<file path="config.mk">
export PLATFORM = sky130hd
export DESIGN_NAME = control_riesgos_if_id_flat
export DESIGN_NICKNAME = d
export VERILOG_FILES = /design/src/rtl/pipeline_pkg.sv /design/src/rtl/control_riesgos_if_id_if.sv /design/src/rtl/contador_saturado.sv /design/src/rtl/control_riesgos_if_id.sv /design/src/flat_wrapper.sv
export SDC_FILE = /design/constraint.sdc
export NUM_CORES = 1
export LEC_CHECK = 0
export BUFFER_PORTS_ARGS = -buffer_cell sky130_fd_sc_hd__buf_2
export CAP_MARGIN = 20
export CELL_PAD_IN_SITES_DETAIL_PLACEMENT = 0
export CELL_PAD_IN_SITES_GLOBAL_PLACEMENT = 1
export CORE_MARGIN = 4
export CORE_UTILIZATION = 35
export DETAILED_ROUTE_END_ITERATION = 8
export PLACE_DENSITY_LB_ADDON = 0.1
export RECOVER_POWER = 25
export SETUP_SLACK_MARGIN = 0.05
export SYNTH_ARGS = -nofsm -noshare
export SYNTH_HDL_FRONTEND = slang
export SYNTH_SLANG_ARGS = --single-unit
</file>
<file path="constraint.sdc">
create_clock -name clk -period 2.05 [get_ports clk]
set_input_delay 0.3075 -clock clk [delete_from_list [all_inputs] [get_ports clk]]
set_output_delay 0.3075 -clock clk [all_outputs]
set_load 0.02 [all_outputs]
</file>
<file path="src/rtl/pipeline_pkg.sv">
// rtl/pipeline_pkg.sv - shared types and widths for the IF/ID hazard controller
package pipeline_pkg;

    localparam int ANCHO_REG_DEF  = 5;
    localparam int ANCHO_RESTANTE = 2;

    typedef enum logic [1:0] {
        NORMAL       = 2'b00,
        PARADA_CARGA = 2'b01
    } estado_t;

endpackage

</file>
<file path="src/rtl/control_riesgos_if_id_if.sv">
// rtl/control_riesgos_if_id_if.sv - pipeline-side signal bundle of the hazard controller
interface control_riesgos_if_id_if
    import pipeline_pkg::*;
#(
    parameter int ANCHO_REG  = ANCHO_REG_DEF,
    parameter int ANCHO_CONT = 16
);
    logic [ANCHO_REG-1:0]  id_rs1;
    logic [ANCHO_REG-1:0]  id_rs2;
    logic                  id_usa_rs1;
    logic                  id_usa_rs2;
    logic [ANCHO_REG-1:0]  ex_rd;
    logic                  ex_lee_mem;
    logic                  salto_tomado;
    logic                  mem_espera;
    logic                  pc_escribe;
    logic                  if_id_escribe;
    logic                  if_id_vaciar;
    logic                  id_ex_burbuja;
    logic [1:0]            estado;
    logic [ANCHO_CONT-1:0] cont_paradas;
    logic [ANCHO_CONT-1:0] cont_vaciados;
    logic [ANCHO_CONT-1:0] cont_esperas;

    modport master (
        output id_rs1, id_rs2, id_usa_rs1, id_usa_rs2, ex_rd, ex_lee_mem,
               salto_tomado, mem_espera,
        input  pc_escribe, if_id_escribe, if_id_vaciar, id_ex_burbuja, estado,
               cont_paradas, cont_vaciados, cont_esperas
    );

    modport slave (
        input  id_rs1, id_rs2, id_usa_rs1, id_usa_rs2, ex_rd, ex_lee_mem,
               salto_tomado, mem_espera,
        output pc_escribe, if_id_escribe, if_id_vaciar, id_ex_burbuja, estado,
               cont_paradas, cont_vaciados, cont_esperas
    );

endinterface

</file>
<file path="src/rtl/contador_saturado.sv">
// rtl/contador_saturado.sv - event counter that sticks at all-ones instead of wrapping
module contador_saturado #(
    parameter int ANCHO = 16
) (
    input  logic             clk,
    input  logic             reinicio_n,
    input  logic             inc,
    output logic [ANCHO-1:0] valor
);
    logic [ANCHO-1:0] valor_q, valor_d;

    always_comb begin
        valor_d = valor_q;
        if (inc && (valor_q != '1)) begin
            valor_d = valor_q + ANCHO'(1);
        end
    end

    always_ff @(posedge clk or negedge reinicio_n) begin
        if (!reinicio_n) begin
            valor_q <= '0;
        end else begin
            valor_q <= valor_d;
        end
    end

    assign valor = valor_q;

endmodule

</file>
<file path="src/rtl/control_riesgos_if_id.sv">
// rtl/control_riesgos_if_id.sv - load-use / branch-flush / memory-wait sequencing for PC and IF/ID
module control_riesgos_if_id
    import pipeline_pkg::*;
#(
    parameter int ANCHO_REG  = ANCHO_REG_DEF,
    parameter int LAT_CARGA  = 1,
    parameter int ANCHO_CONT = 16
) (
    input  logic                   clk,
    input  logic                   reinicio_n,
    control_riesgos_if_id_if.slave bus
);
    logic [ANCHO_REG-1:0]      rs1, rs2, rd;
    logic                      riesgo;
    estado_t                   estado_q, estado_d;
    logic [ANCHO_RESTANTE-1:0] restante_q, restante_d;
    logic                      pc_escribe, if_id_escribe, if_id_vaciar, id_ex_burbuja;
    logic                      inc_paradas, inc_vaciados, inc_esperas;

    assign rs1 = bus.id_rs1;
    assign rs2 = bus.id_rs2;
    assign rd  = bus.ex_rd;

    assign riesgo = bus.ex_lee_mem && (rd != '0) &&
                    ((bus.id_usa_rs1 && (rs1 == rd)) || (bus.id_usa_rs2 && (rs2 == rd)));

    always_comb begin
        estado_d      = estado_q;
        restante_d    = restante_q;
        pc_escribe    = 1'b0;
        if_id_escribe = 1'b0;
        if_id_vaciar  = 1'b0;
        id_ex_burbuja = 1'b0;
        inc_paradas   = 1'b0;
        inc_vaciados  = 1'b0;
        inc_esperas   = 1'b0;

        if (bus.mem_espera) begin
            inc_esperas = 1'b1;
        end else if (bus.salto_tomado) begin
            pc_escribe    = 1'b1;
            if_id_escribe = 1'b1;
            if_id_vaciar  = 1'b1;
            id_ex_burbuja = 1'b1;
            inc_vaciados  = 1'b1;
            estado_d      = NORMAL;
            restante_d    = '0;
        end else begin
            case (estado_q)
                NORMAL: begin
                    if (riesgo) begin
                        id_ex_burbuja = 1'b1;
                        inc_paradas   = 1'b1;
                        if (LAT_CARGA > 1) begin
                            estado_d   = PARADA_CARGA;
                            restante_d = ANCHO_RESTANTE'(LAT_CARGA - 1);
                        end
                    end else begin
                        pc_escribe    = 1'b1;
                        if_id_escribe = 1'b1;
                    end
                end
                PARADA_CARGA: begin
                    // Hazard is not re-evaluated here: the load is already committed to the countdown.
                    id_ex_burbuja = 1'b1;
                    inc_paradas   = 1'b1;
                    if (restante_q <= ANCHO_RESTANTE'(1)) begin
                        estado_d   = NORMAL;
                        restante_d = '0;
                    end else begin
                        restante_d = restante_q - ANCHO_RESTANTE'(1);
                    end
                end
                default: begin
                    pc_escribe    = 1'b1;
                    if_id_escribe = 1'b1;
                end
            endcase
        end

        if (!(estado_q inside {NORMAL, PARADA_CARGA})) begin
            estado_d   = NORMAL;
            restante_d = '0;
        end
    end

    always_ff @(posedge clk or negedge reinicio_n) begin
        if (!reinicio_n) begin
            estado_q   <= NORMAL;
            restante_q <= '0;
        end else begin
            estado_q   <= estado_d;
            restante_q <= restante_d;
        end
    end

    // Gating with reset keeps the pipeline frozen for the whole reset window, not just after the edge.
    assign bus.pc_escribe    = reinicio_n & pc_escribe;
    assign bus.if_id_escribe = reinicio_n & if_id_escribe;
    assign bus.if_id_vaciar  = reinicio_n & if_id_vaciar;
    assign bus.id_ex_burbuja = reinicio_n & id_ex_burbuja;
    assign bus.estado        = estado_q;

    contador_saturado #(.ANCHO(ANCHO_CONT)) u_cont_paradas (
        .clk(clk), .reinicio_n(reinicio_n), .inc(inc_paradas), .valor(bus.cont_paradas)
    );
    contador_saturado #(.ANCHO(ANCHO_CONT)) u_cont_vaciados (
        .clk(clk), .reinicio_n(reinicio_n), .inc(inc_vaciados), .valor(bus.cont_vaciados)
    );
    contador_saturado #(.ANCHO(ANCHO_CONT)) u_cont_esperas (
        .clk(clk), .reinicio_n(reinicio_n), .inc(inc_esperas), .valor(bus.cont_esperas)
    );

endmodule

</file>
<file path="src/flat_wrapper.sv">
// flat-port wrapper written by rule: the top's interface ports become plain ports
module control_riesgos_if_id_flat import pipeline_pkg::*;
#(
    parameter int ANCHO_REG  = ANCHO_REG_DEF,
    parameter int LAT_CARGA  = 1,
    parameter int ANCHO_CONT = 16
)
  (clk, reinicio_n, bus_id_rs1, bus_id_rs2, bus_id_usa_rs1, bus_id_usa_rs2, bus_ex_rd, bus_ex_lee_mem, bus_salto_tomado, bus_mem_espera, bus_pc_escribe, bus_if_id_escribe, bus_if_id_vaciar, bus_id_ex_burbuja, bus_estado, bus_cont_paradas, bus_cont_vaciados, bus_cont_esperas);
  control_riesgos_if_id_if #(.ANCHO_REG(ANCHO_REG), .ANCHO_CONT(ANCHO_CONT)) bus_i ();
  input  logic clk;
  input  logic reinicio_n;
  input wire logic [$bits(bus_i.id_rs1)-1:0] bus_id_rs1;
  input wire logic [$bits(bus_i.id_rs2)-1:0] bus_id_rs2;
  input wire logic [$bits(bus_i.id_usa_rs1)-1:0] bus_id_usa_rs1;
  input wire logic [$bits(bus_i.id_usa_rs2)-1:0] bus_id_usa_rs2;
  input wire logic [$bits(bus_i.ex_rd)-1:0] bus_ex_rd;
  input wire logic [$bits(bus_i.ex_lee_mem)-1:0] bus_ex_lee_mem;
  input wire logic [$bits(bus_i.salto_tomado)-1:0] bus_salto_tomado;
  input wire logic [$bits(bus_i.mem_espera)-1:0] bus_mem_espera;
  output wire logic [$bits(bus_i.pc_escribe)-1:0] bus_pc_escribe;
  output wire logic [$bits(bus_i.if_id_escribe)-1:0] bus_if_id_escribe;
  output wire logic [$bits(bus_i.if_id_vaciar)-1:0] bus_if_id_vaciar;
  output wire logic [$bits(bus_i.id_ex_burbuja)-1:0] bus_id_ex_burbuja;
  output wire logic [$bits(bus_i.estado)-1:0] bus_estado;
  output wire logic [$bits(bus_i.cont_paradas)-1:0] bus_cont_paradas;
  output wire logic [$bits(bus_i.cont_vaciados)-1:0] bus_cont_vaciados;
  output wire logic [$bits(bus_i.cont_esperas)-1:0] bus_cont_esperas;
  assign bus_i.id_rs1 = bus_id_rs1;
  assign bus_i.id_rs2 = bus_id_rs2;
  assign bus_i.id_usa_rs1 = bus_id_usa_rs1;
  assign bus_i.id_usa_rs2 = bus_id_usa_rs2;
  assign bus_i.ex_rd = bus_ex_rd;
  assign bus_i.ex_lee_mem = bus_ex_lee_mem;
  assign bus_i.salto_tomado = bus_salto_tomado;
  assign bus_i.mem_espera = bus_mem_espera;
  assign bus_pc_escribe = bus_i.pc_escribe;
  assign bus_if_id_escribe = bus_i.if_id_escribe;
  assign bus_if_id_vaciar = bus_i.if_id_vaciar;
  assign bus_id_ex_burbuja = bus_i.id_ex_burbuja;
  assign bus_estado = bus_i.estado;
  assign bus_cont_paradas = bus_i.cont_paradas;
  assign bus_cont_vaciados = bus_i.cont_vaciados;
  assign bus_cont_esperas = bus_i.cont_esperas;
  control_riesgos_if_id #(.ANCHO_REG(ANCHO_REG), .LAT_CARGA(LAT_CARGA), .ANCHO_CONT(ANCHO_CONT)) u_core (.clk(clk), .reinicio_n(reinicio_n), .bus(bus_i));
endmodule
</file>
==> tab_implementation.tex, run 1 <==
\begin{tabular}{lr}
\hline
Metric & Value \\
\hline
\multicolumn{2}{l}{\textbf{Setup path}} \\
Family with the most delay on the worst path & simple AND/OR/NAND/NOR gates \\
Data required time at the worst endpoint & 1740 ps \\
Data arrival time of the critical path & 1580 ps \\
Buffers and inverters on the worst path & 2 \\
Kind of start point of the critical path & primary input \\
Worst path cell trace & buf\_2 -> or4\_4 -> o21ai\_4 -> nor2b\_1 -> a21oi\_2 -> buf\_2 \\
Endpoint type of the worst setup path & output pin \\
Critical Path Fanout Max & 3 \\
Kind of critical path & primary input to output pin \\
Crit path top cell by count & buf\_2 \\
Delay of the slowest critical-path stage & 570 ps \\
Master of the slowest instance on the critical path & or4\_4 \\
\multicolumn{2}{l}{\textbf{Floorplan}} \\
Die Outline Area & 0.00884 mm\^{}2 \\
Area of the core & about 0.007 mm\^{}2 \\
Number of top-level pins & 76 \\
Starting density of the core & 35.9\% \\
Placement Rows & 31 \\
Die span in x & about 94 um \\
Die boundary height & roughly 94 um \\
\multicolumn{2}{l}{\textbf{Power and ir drop}} \\
Maximum vdd ir drop & 432 uV \\
Static power due to leakage & 0.00152 uW \\
Areal power density over the cells & 807 mW/mm\^{}2 \\
\multicolumn{2}{l}{\textbf{Timing}} \\
Setup repair after global routing missed its margin & no \\
Hold Vio Cnt, Final & 0 \\
Max frequency & 529 MHz \\
Worst slew margin relative to its limit & 51.4\% \\
Fraction of the cycle the final worst path needs & 92.3\% \\
Final sum of negative setup slack & 0 ps \\
Final setup violation count & 0 \\
Number of pins with negative max-slew slack in the final report & 0 \\
Clock skew & approximately 5.3 ps \\
Clock period minus worst slack & 1890 ps \\
Slew at the pin with the worst max-slew slack & 729 ps \\
PnR worst setup slack & 159 ps \\
\multicolumn{2}{l}{\textbf{CTS}} \\
Clock sink count & 48 \\
Clock slew seen by the registers of the worst setup and hold paths & approximately 90 ps \\
Clock tree from TritonCTS & built \\
Clk Latency, worst-skew pair & 300 ps \\
Maximum clock insertion buffer count & 2 \\
H-Tree Level Count & 2 \\
Root buf cell & clkbuf\_8 \\
Number of clock buffers inserted by TritonCTS & 5 \\
\multicolumn{2}{l}{\textbf{Run status}} \\
Result of the run & completed \\
\multicolumn{2}{l}{\textbf{Layout}} \\
Non-filler instance count after layout & 421 \\
Final standard cell utilization of the core & between 40\% and 50\% \\
Area growth, synth to finish & 23.5\% \\
Ant diodes & 0 \\
Final design area excluding fillers & about 0.0032 mm\^{}2 \\
Nets & 346 \\
Fraction of final layout cells with drive strength greater than 1 & 31.7\% \\
\multicolumn{2}{l}{\textbf{Place}} \\
Placed wire-length estimate & 4.52 mm \\
Count of placed standard cells including taps & 412 \\
Count of input and output buffers & 73 \\
Routability-driven placement congestion ratio & 0.707 \\
Post-Place Cell Area & 0.00309 mm\^{}2 \\
Setup WS pre-CTS & $\sim$130 ps \\
\multicolumn{2}{l}{\textbf{Logic synthesis}} \\
Number of warning messages in the yosys log & 0 \\
Share of synthesized flip-flops with an asynchronous set or reset & 100\% \\
Post-synthesis cell count & roughly 240 \\
Synthesized flop and latch total & 48 \\
Share of the yosys chip area belonging to registers & a little under half \\
Distinct cells, synth & 43 \\
Netlist area before placement & 0.00259 mm\^{}2 \\
Post-synth EDFFs & 0 \\
Syn avg cell area & $\sim$11 um\^{}2 \\
Top flip-flop cell by instance count after synthesis & dfrtp\_1 \\
\multicolumn{2}{l}{\textbf{Run}} \\
Max-cap violations & 0 \\
\multicolumn{2}{l}{\textbf{Global route}} \\
Vias in the first global route & 1,973 \\
All-Layer GR Usage & 13.8\% \\
Total congestion overflow & 0 \\
First-pass GRT wire length & 9.76 mm \\
Pin count of the biggest net entering global routing & 29 \\
Initial antenna violation count & 0 \\
\multicolumn{2}{l}{\textbf{Routing}} \\
First-pass iteration count of the detailed router & 4 \\
Via Count & 2,028 \\
Drt drc & 0 \\
Via/cell ratio & 4.82 \\
Drt total wl & 5.79 mm \\
Detailed-route wire length per cell & 13.7 um \\
Drt first-iter violations & 35 \\
Count of antenna-violating nets left after detailed routing & 0 \\
\multicolumn{2}{l}{\textbf{Worst hold path}} \\
Class of the tightest hold or removal check & primary input to flop \\
\hline
\end{tabular}
repair_timing:
item / CTS / global route
setup endpoints to repair: 0 / 3
endpoints found under the hold margin: 8 / 0
hold buffers: 1 / 0
resized for setup: 0 / 1
setup buffers: 0 / 0
tightest hold or removal path, cell delays in order:
cell,delay [ps]
buf_2,170
a21oi_1,140
a31oi_1,50
report_power, final:
part / total (uW) / switching (uW) / internal (uW) / leakage, uW
Combinational: 630 / 378 / 252 / 0.000819
Clock: 684 / 321 / 363 / 0.0000552
Sequential: 1270 / 190 / 1080 / 0.000641
Total: 2580 / 889 / 1690 / 0.00152
sequential cells by signal (all words and copies together) (netlist names):
name                          count
u_core.u_cont_esperas.valor      16
u_core.u_cont_paradas.valor      16
u_core.u_cont_vaciados.valor     16
final timing paths:
kind                                             startpoint                               end  slack, ps  depth (start not counted)
max                                            bus_ex_rd[0]                    bus_pc_escribe        160                          6
min                                          bus_mem_espera    u_core.u_cont_esperas.valor[4]        390                          3
max reg2reg                  u_core.u_cont_paradas.valor[0]    u_core.u_cont_paradas.valor[1]        240                          6
min reg2reg                u_core.u_cont_vaciados.valor[14]  u_core.u_cont_vaciados.valor[14]        480                          1
max in group asynchronous                        reinicio_n   u_core.u_cont_esperas.valor[10]        710                          3
min in group asynchronous                        reinicio_n    u_core.u_cont_esperas.valor[4]        410                          2
layer usage:
layer / vias up / part of all wire, % / wire length (um) / track usage [%]
li1: 1017 / - / - / -
met1: 957 / 49 / 2830 / 19.7
met4: 0 / 0.92 / 53 / 3.97
met2: 50 / 45 / 2610 / 21.1
met3: 4 / 5.1 / 293 / 2.88
met5: - / 0 / 0 / 0
Yosys cell counts, types with 2 or more instances:
| cell type | instances | area share (%) |
|---|---|---|
| dfrtp_1 | 48 | 46 |
| a21oi_1 | 6 | 1.2 |
| nand4b_1 | 2 | 0.68 |
| and3_1 | 8 | 1.9 |
| nor2_1 | 14 | 2.0 |
| and4_1 | 6 | 2.0 |
| nor2b_1 | 2 | 0.48 |
| nand3_2 | 3 | 1.2 |
| nor3_1 | 4 | 0.77 |
| xor2_1 | 8 | 2.7 |
| xnor2_1 | 40 | 14 |
| inv_1 | 4 | 0.58 |
| nand3_1 | 20 | 3.9 |
| a31oi_1 | 2 | 0.48 |
| buf_4 | 3 | 0.87 |
| mux2_2 | 2 | 0.87 |
| mux2_1 | 4 | 1.7 |
| nand4_1 | 15 | 3.6 |
| nand2_1 | 19 | 2.8 |
| ha_1 | 3 | 1.4 |
| nand4_2 | 2 | 0.97 |
| and2_1 | 3 | 0.72 |
final cells by class:
| class | count | area [um^2] |
|---|---|---|
| fill | 724 | 4020 |
| multi-input combinational | 183 | 1340 |
| sequential | 48 | 1200 |
| timing repair buffer | 79 | 409 |
| tap | 99 | 124 |
| clock buffer | 6 | 72.6 |
| clock inverter | 2 | 35.0 |
| inverter | 4 | 15.0 |
through the flow:
stage	hold WS, ps	total power, uW
floorplan	11.9	1660
global placement	203	1920
detailed placement	207	1930
CTS	378	2620
global route	403	2740
finish	393	2580
cell usage in the layout (no fill, tap or decap), types with 6 or more instances in the layout:
cell,netlist,layout
buf_2,1,72
dfrtp_1,48,48
xnor2_1,40,40
nand3_1,20,20
nand2_1,19,19
nand4_1,15,15
nor2_1,14,14
and3_1,8,8
xor2_1,8,8
and4_1,6,6
cell families after synthesis:
logic type	synth area share (%)
adder cells (fa/ha/maj)	1.45
AND/OR/NAND/NOR	23.8
multiplexers	2.61
flip-flops	46.4
buffers and inverters	2.08
XOR/XNOR	16.2
other	0.145
AO/OA/AOI/OAI	7.34
(Power assumes the default switching activity.)
==> run 2, diff against run 1 <==
BUFFER_PORTS_ARGS = unset   (was -buffer_cell sky130_fd_sc_hd__buf_2)
DONT_BUFFER_PORTS = 1   (was unset)
==> run 2 against run 1 <==
Clock-buffer cell count rose by 1. Fmax rose by 5.7%. Global-route usage rose by 0.28 points. Clock skew rose by 0.80 ps.
==> tab_implementation.tex, run 2 (synthesis results as in run 1) <==
\begin{tabular}{lr}
\hline
Metric & Value \\
\hline
\multicolumn{2}{l}{\textbf{Setup path}} \\
Critical Path Fanout Max & 4 (+1) \\
Master of the slowest instance on the critical path & or4\_4 \\
Delay of the slowest critical-path stage & 540 ps (-30 ps) \\
Worst path cell trace & or4\_4 -> o21ai\_4 -> nor2b\_1 -> a21oi\_2 -> buf\_4 \\
Reg-to-reg critical path startpoint & u\_core.u\_cont\_esperas.valor[9] \\
Data required time at the worst endpoint & 1740 ps (about the same) \\
Kind of critical path & primary input to output pin \\
Worst Reg2Reg Path Length in Cells & 4 (-2) \\
Crit path launch & bus\_ex\_rd[0] \\
Flop2flop setup slack & 280 ps (+40 ps) \\
Data arrival time of the critical path & 1480 ps (-100 ps) \\
Worst r2r dst & u\_core.u\_cont\_esperas.valor[1] \\
Endpoint type of the worst setup path & output pin \\
Kind of start point of the critical path & primary input \\
\multicolumn{2}{l}{\textbf{Layout}} \\
Fraction of final layout cells with drive strength greater than 1 & 22.9\% (-8.8 points) \\
Final-layout fill cell count & 758 (+4.7\%) \\
Sequential cell area in the final layout & 0.00120 mm\^{}2 (unchanged) \\
Leading cell type in the layout, fill and taps excluded & dfrtp\_1 \\
Area growth, synth to finish & 19.1\% \\
Area occupied by multi-input gates & 0.00134 mm\^{}2 (unchanged) \\
Final standard cell utilization of the core & 42.8\% (-1.6 points) \\
Nets & 308 (-11\%) \\
Most frequent cells in the layout & dfrtp\_1, xnor2\_1, buf\_4 \\
Ant diodes & 0 (unchanged) \\
\multicolumn{2}{l}{\textbf{Global route}} \\
Vias in the first global route & 1,938 (-1.8\%) \\
First-pass GRT wire length & 9.89 mm (+1.3\%) \\
Initial antenna violation count & 0 (unchanged) \\
Total congestion overflow & 0 (unchanged) \\
All-Layer GR Usage & 14.1\% (+0.28 points) \\
Pin count of the biggest net entering global routing & 49 (+69\%) \\
\multicolumn{2}{l}{\textbf{Power and ir drop}} \\
Fraction of power consumed by the clock network & 24.1\% (-2.4 points) \\
Areal power density over the cells & 812 mW/mm\^{}2 (+0.65\%) \\
Portion of total power attributed to combinational logic & 26.9\% (+2.5 points) \\
Switching power & 877 uW (-1.4\%) \\
Static power due to leakage & 0.00134 uW (-11\%) \\
Internal & 1630 uW (-3.8\%) \\
Share of power burned in registers & 49.0\% (about the same) \\
Maximum vdd ir drop & 479 uV (+11\%) \\
Switching portion of total power & 35.0\% (+0.57 points) \\
\multicolumn{2}{l}{\textbf{Timing}} \\
Number of pins with negative max-slew slack in the final report & 0 (unchanged) \\
Hold Vio Cnt, Final & 0 (unchanged) \\
Final setup violation count & 0 (unchanged) \\
Final sum of negative setup slack & 0 ps (unchanged) \\
Clock skew & 6.08 ps (+0.795 ps) \\
Setup repair after global routing missed its margin & no \\
Fraction of the cycle the final worst path needs & 87.3\% (-4.9 points) \\
Worst slew margin relative to its limit & 18.9\% (-33 points) \\
Max frequency & 559 MHz (+5.7\%) \\
Clock period minus worst slack & 1790 ps (-101 ps) \\
Slew at the pin with the worst max-slew slack & 1220 ps (+488 ps) \\
\multicolumn{2}{l}{\textbf{Routing}} \\
First-pass iteration count of the detailed router & 4 (unchanged) \\
Drt drc & 0 (unchanged) \\
Count of antenna-violating nets left after detailed routing & 0 (unchanged) \\
Drt first-iter violations & 35 (unchanged) \\
Via Count & 1,888 (-6.9\%) \\
Drt total wl & 5.90 mm (+1.9\%) \\
Detailed-route wire length per cell & 15.4 um (+12\%) \\
Via/cell ratio & 4.93 (+2.3\%) \\
\multicolumn{2}{l}{\textbf{Worst hold path}} \\
Hold path cells & 2 (-1) \\
Class of the tightest hold or removal check & primary input to flop \\
Launch point of the worst hold path & bus\_mem\_espera \\
Worst-case hold path end point & u\_core.u\_cont\_esperas.valor[4] \\
\multicolumn{2}{l}{\textbf{CTS}} \\
Clock slew seen by the registers of the worst setup and hold paths & 90 ps (about the same) \\
Maximum clock insertion buffer count & 2 (unchanged) \\
Number of clock buffers inserted by TritonCTS & 5 (unchanged) \\
Root buf cell & clkbuf\_8 \\
Cells resized by post-CTS repair & 0 (unchanged) \\
H-Tree Level Count & 2 (unchanged) \\
Clock sink count & 48 (unchanged) \\
Clk Latency, worst-skew pair & 300 ps (about the same) \\
Clock tree from TritonCTS & built \\
\multicolumn{2}{l}{\textbf{Floorplan}} \\
Starting density of the core & 35.9\% (unchanged) \\
Die boundary height & 94.0 um (unchanged) \\
Area of the core & 0.00721 mm\^{}2 (unchanged) \\
Die span in x & 94.0 um (unchanged) \\
Number of top-level pins & 76 (unchanged) \\
Die Outline Area & 0.00884 mm\^{}2 (unchanged) \\
Placement Rows & 31 (unchanged) \\
\multicolumn{2}{l}{\textbf{Place}} \\
Count of input and output buffers & 0 (-100\%) \\
Placed wire-length estimate & 4.48 mm (-0.89\%) \\
Routability-driven placement congestion ratio & 0.719 (+1.7\%) \\
\multicolumn{2}{l}{\textbf{Run status}} \\
Result of the run & completed \\
\multicolumn{2}{l}{\textbf{Run}} \\
Max-cap violations & 0 (unchanged) \\
\hline
\end{tabular}
[run 2: power groups by stage]
stage                     clock network (uW)  logic, uW  registers [uW]
after floorplan                            0        247            1410
after global placement                     0        662            1250
after detailed placement                   0        666            1250
after CTS                                627        697            1230
after global routing                     670        746            1250
final                                    604        675            1230
[run 2: how the worst max path moves through the flow]
| stage | endpoint | cells after the start |
|---|---|---|
| after floorplan | bus_pc_escribe | 5 |
| after global placement | bus_pc_escribe | 5 |
| after detailed placement | bus_pc_escribe | 5 |
| after CTS | bus_pc_escribe | 5 |
| after global routing | u_core.u_cont_esperas.valor[1] | 4 |
| final | bus_pc_escribe | 5 |
[run 2: repair_timing]
item / 4_1_cts / 5_1_grt
buffers inserted: 0 / 0
hold buffers: 2 / 0
endpoints found under the hold margin: 48 / 0
[run 2: layer usage]
| layer | track usage, % | wire [um] | vias to the layer above |
|---|---|---|---|
| met4 | 3.61 | 51 | 0 |
| met3 | 4.09 | 332 | 4 |
| met5 | 0 | 0 | - |
| met1 | 18.7 | 2750 | 898 |
| met2 | 22.5 | 2760 | 49 |
| li1 | - | - | 937 |
[run 2: per-stage QoR]
stage / setup slack, ps / cells / instance area (um^2) / power, uW / hold WS (ps)
floorplan: 141 / 240 / 2600 / 1660 / 11.9
global placement: 243 / 373 / 2980 / 1910 / 13.7
detailed placement: 234 / 373 / 2980 / 1910 / 14.0
CTS: 234 / 383 / 3110 / 2550 / 173
global route: 144 / 383 / 3080 / 2660 / 194
finish: 260 / 383 / 3080 / 2500 / 188
[run 2: final cells by class]
type	instances	share of cell area, %
multi-input cells	183	43.5
clock inverters	1	0.243
repair buffers	41	9.98
clock buffers	7	2.80
well taps	99	4.02
flip-flops and latches	48	38.9
inverters	4	0.487
[run 2: critical path: cells and delay by family]
family                 cells  cell delay [ps]
buffers and inverters      1              190
AOI/OAI and AO/OA          2              340
and+or+nand+nor            2              640
==> run 3, diff against run 2 <==
==> constraint.sdc (replaced) <==
create_clock -name clk -period 2.05 [get_ports clk]
set_input_delay 0.205 -clock clk [delete_from_list [all_inputs] [get_ports clk]]
set_output_delay 0.205 -clock clk [all_outputs]
set_load 0.02 [all_outputs]
==> run 3 against run 2 <==
Design area increased by 0.53%. Sequential share of layout area fell by 0.20 points. Register-to-register slack worse by 30 ps. Routed wire length is 0.93% higher. Clock power up 8.4%. Sequential power barely moved. Clock-buffer cell count decreased by 2. Critical path type is now flop to flop.
==> tab_implementation.tex, run 3 (synthesis results as in run 1) <==
\begin{tabular}{lr}
\hline
Metric & Value \\
\hline
\multicolumn{2}{l}{\textbf{Floorplan}} \\
Area of the core & 0.00721 mm\^{}2 (unchanged) \\
Starting density of the core & 35.9\% (unchanged) \\
Number of top-level pins & 76 (unchanged) \\
Die span in x & 94.0 um (unchanged) \\
Placement Rows & 31 (unchanged) \\
Die Outline Area & 0.00884 mm\^{}2 (unchanged) \\
Die boundary height & 94.0 um (unchanged) \\
\multicolumn{2}{l}{\textbf{Routing}} \\
Detailed-route wire length per cell & 15.5 um (+0.93\%) \\
Via Count & 1,917 (+1.5\%) \\
First-pass iteration count of the detailed router & 4 (unchanged) \\
Count of antenna-violating nets left after detailed routing & 0 (unchanged) \\
Drt total wl & 5.95 mm (+0.93\%) \\
Drt drc & 0 (unchanged) \\
Via/cell ratio & 5.01 (+1.5\%) \\
Drt first-iter violations & 64 (+83\%) \\
\multicolumn{2}{l}{\textbf{Global route}} \\
Initial antenna violation count & 0 (unchanged) \\
Total congestion overflow & 0 (unchanged) \\
All-Layer GR Usage & 14.4\% (+0.28 points) \\
Vias in the first global route & 2,020 (+4.2\%) \\
First-pass GRT wire length & 10.1 mm (+1.7\%) \\
Pin count of the biggest net entering global routing & 49 (unchanged) \\
\multicolumn{2}{l}{\textbf{CTS}} \\
H-Tree Level Count & 2 (unchanged) \\
Clock slew seen by the registers of the worst setup and hold paths & 80 ps (about the same) \\
Clock sink count & 48 (unchanged) \\
Clk Latency, worst-skew pair & 300 ps (about the same) \\
Maximum clock insertion buffer count & 2 (unchanged) \\
Setup fix buffers added after clock tree synthesis & 0 (unchanged) \\
Root buf cell & clkbuf\_8 \\
Number of clock buffers inserted by TritonCTS & 5 (unchanged) \\
Cells resized by post-CTS repair & 0 (unchanged) \\
Clock tree from TritonCTS & built \\
\multicolumn{2}{l}{\textbf{Power and ir drop}} \\
Maximum vdd ir drop & 492 uV (+2.6\%) \\
Areal power density over the cells & 822 mW/mm\^{}2 (+1.2\%) \\
Fraction of power consumed by the clock network & 25.7\% (+1.6 points) \\
Portion of total power attributed to combinational logic & 25.3\% (-1.6 points) \\
Static power due to leakage & 0.00136 uW (+1.3\%) \\
Switching portion of total power & 33.6\% (-1.4 points) \\
Share of power burned in registers & 49.0\% (about the same) \\
Switching power & 856 uW (-2.4\%) \\
Internal & 1690 uW (+4.0\%) \\
\multicolumn{2}{l}{\textbf{Timing}} \\
Clock period minus worst slack & 1800 ps (+13.3 ps) \\
Final setup violation count & 0 (unchanged) \\
Final sum of negative setup slack & 0 ps (unchanged) \\
Clock skew & 10.7 ps (+4.66 ps) \\
Setup repair after global routing missed its margin & no \\
Number of pins with negative max-slew slack in the final report & 0 (unchanged) \\
Max frequency & 555 MHz (-0.73\%) \\
Worst slew margin relative to its limit & 17.8\% (-1.1 points) \\
Fraction of the cycle the final worst path needs & 88.0\% (+0.65 points) \\
Hold Vio Cnt, Final & 0 (unchanged) \\
Slew at the pin with the worst max-slew slack & 1230 ps (+16.0 ps) \\
\multicolumn{2}{l}{\textbf{Run}} \\
Max-cap violations & 0 (unchanged) \\
\multicolumn{2}{l}{\textbf{Layout}} \\
Non-filler instance count after layout & 383 (unchanged) \\
Fraction of final layout cells with drive strength greater than 1 & 22.9\% (unchanged) \\
Area growth, synth to finish & 19.7\% \\
Ant diodes & 0 (unchanged) \\
Leading cell type in the layout, fill and taps excluded & dfrtp\_1 \\
Most frequent cells in the layout & dfrtp\_1, buf\_4, xnor2\_1 \\
Nets & 310 (+0.65\%) \\
\multicolumn{2}{l}{\textbf{Setup path}} \\
Endpoint type of the worst setup path & flop \\
Master of the slowest instance on the critical path & dfrtp\_1 \\
Critical Path Fanout Max & 5 (+1) \\
Worst path cell trace & nand4\_1 -> nor4\_4 -> a41oi\_2 -> mux2\_1 \\
Buffers and inverters on the worst path & 0 (-1) \\
Kind of critical path & flop to flop \\
Family with the most delay on the worst path & simple AND/OR/NAND/NOR gates \\
Delay of the slowest critical-path stage & 520 ps (-20 ps) \\
Kind of start point of the critical path & flop \\
Data arrival time of the critical path & 1980 ps (+500 ps) \\
Data required time at the worst endpoint & 2220 ps (+480 ps) \\
\multicolumn{2}{l}{\textbf{Place}} \\
Placed wire-length estimate & 4.53 mm (+1.3\%) \\
Count of input and output buffers & 0 (unchanged) \\
Count of placed standard cells including taps & 375 (+0.54\%) \\
Routability-driven placement congestion ratio & 0.737 (+2.4\%) \\
\multicolumn{2}{l}{\textbf{Run status}} \\
Result of the run & completed \\
\multicolumn{2}{l}{\textbf{Worst hold path}} \\
Class of the tightest hold or removal check & primary input to flop \\
\hline
\end{tabular}
run 3: area by class of cell:
class                           instances  area (um^2)
Clock inverter                          1         30.0
Sequential cell                        48         1200
Tap cell                               99          124
Timing Repair Buffer                   43          323
Fill cell                             732         4110
Multi-Input combinational cell        183         1340
Inverter                                4         15.0
Clock buffer                            5         68.8
run 3: power groups by stage:
| stage | logic (uW) | clock network (uW) | registers [uW] |
|---|---|---|---|
| 6_report | 644 | 655 | 1250 |
| 4_1_cts | 665 | 685 | 1250 |
| 3_5_place_dp | 636 | 0 | 1270 |
| 3_3_place_gp | 627 | 0 | 1260 |
| 5_1_grt | 726 | 723 | 1280 |
| 2_1_floorplan | 247 | 0 | 1410 |
run 3: what timing repair did:
| item | in CTS | in global routing |
|---|---|---|
| setup endpoints to repair | 0 | 0 |
| hold endpoints to repair | 48 | 0 |
| hold buffers | 2 | 0 |
run 3: through the flow:
stage	hold slack [ps]	cell area, um^2	power, uW	setup slack (ps)	utilization, %
2_1_floorplan	-90.6	2590	1650	193	-
3_3_place_gp	-88.9	2990	1890	244	41.4
3_5_place_dp	-89.0	2990	1900	238	41.4
4_1_cts	77.3	3120	2600	218	43.3
5_1_grt	126	3100	2720	97.1	43.0
6_report	93.4	3100	2550	247	43.0
run 3: worst paths after layout:
path	from	endpoint	slack, ps	cells past startpoint
min	bus_mem_espera	u_core.u_cont_esperas.valor[4]	90	2
min reg2reg	u_core.u_cont_paradas.valor[0]	u_core.u_cont_paradas.valor[0]	530	1
max reg2reg	u_core.u_cont_esperas.valor[9]	u_core.u_cont_esperas.valor[1]	250	4
max	u_core.u_cont_esperas.valor[9]	u_core.u_cont_esperas.valor[1]	250	4
max in group asynchronous	reinicio_n	u_core.u_cont_esperas.valor[1]	570	2
min in group asynchronous	reinicio_n	u_core.u_cont_paradas.valor[10]	710	2
run 3: routing by layer:
layer | global-route usage, % | vias up | wire length [um]
met4 | 3.25 | 0 | 57
met5 | 0 | - | 0
met3 | 5.77 | 6 | 499
met2 | 22.1 | 55 | 2630
met1 | 18.9 | 915 | 2760
li1 | - | 941 | -
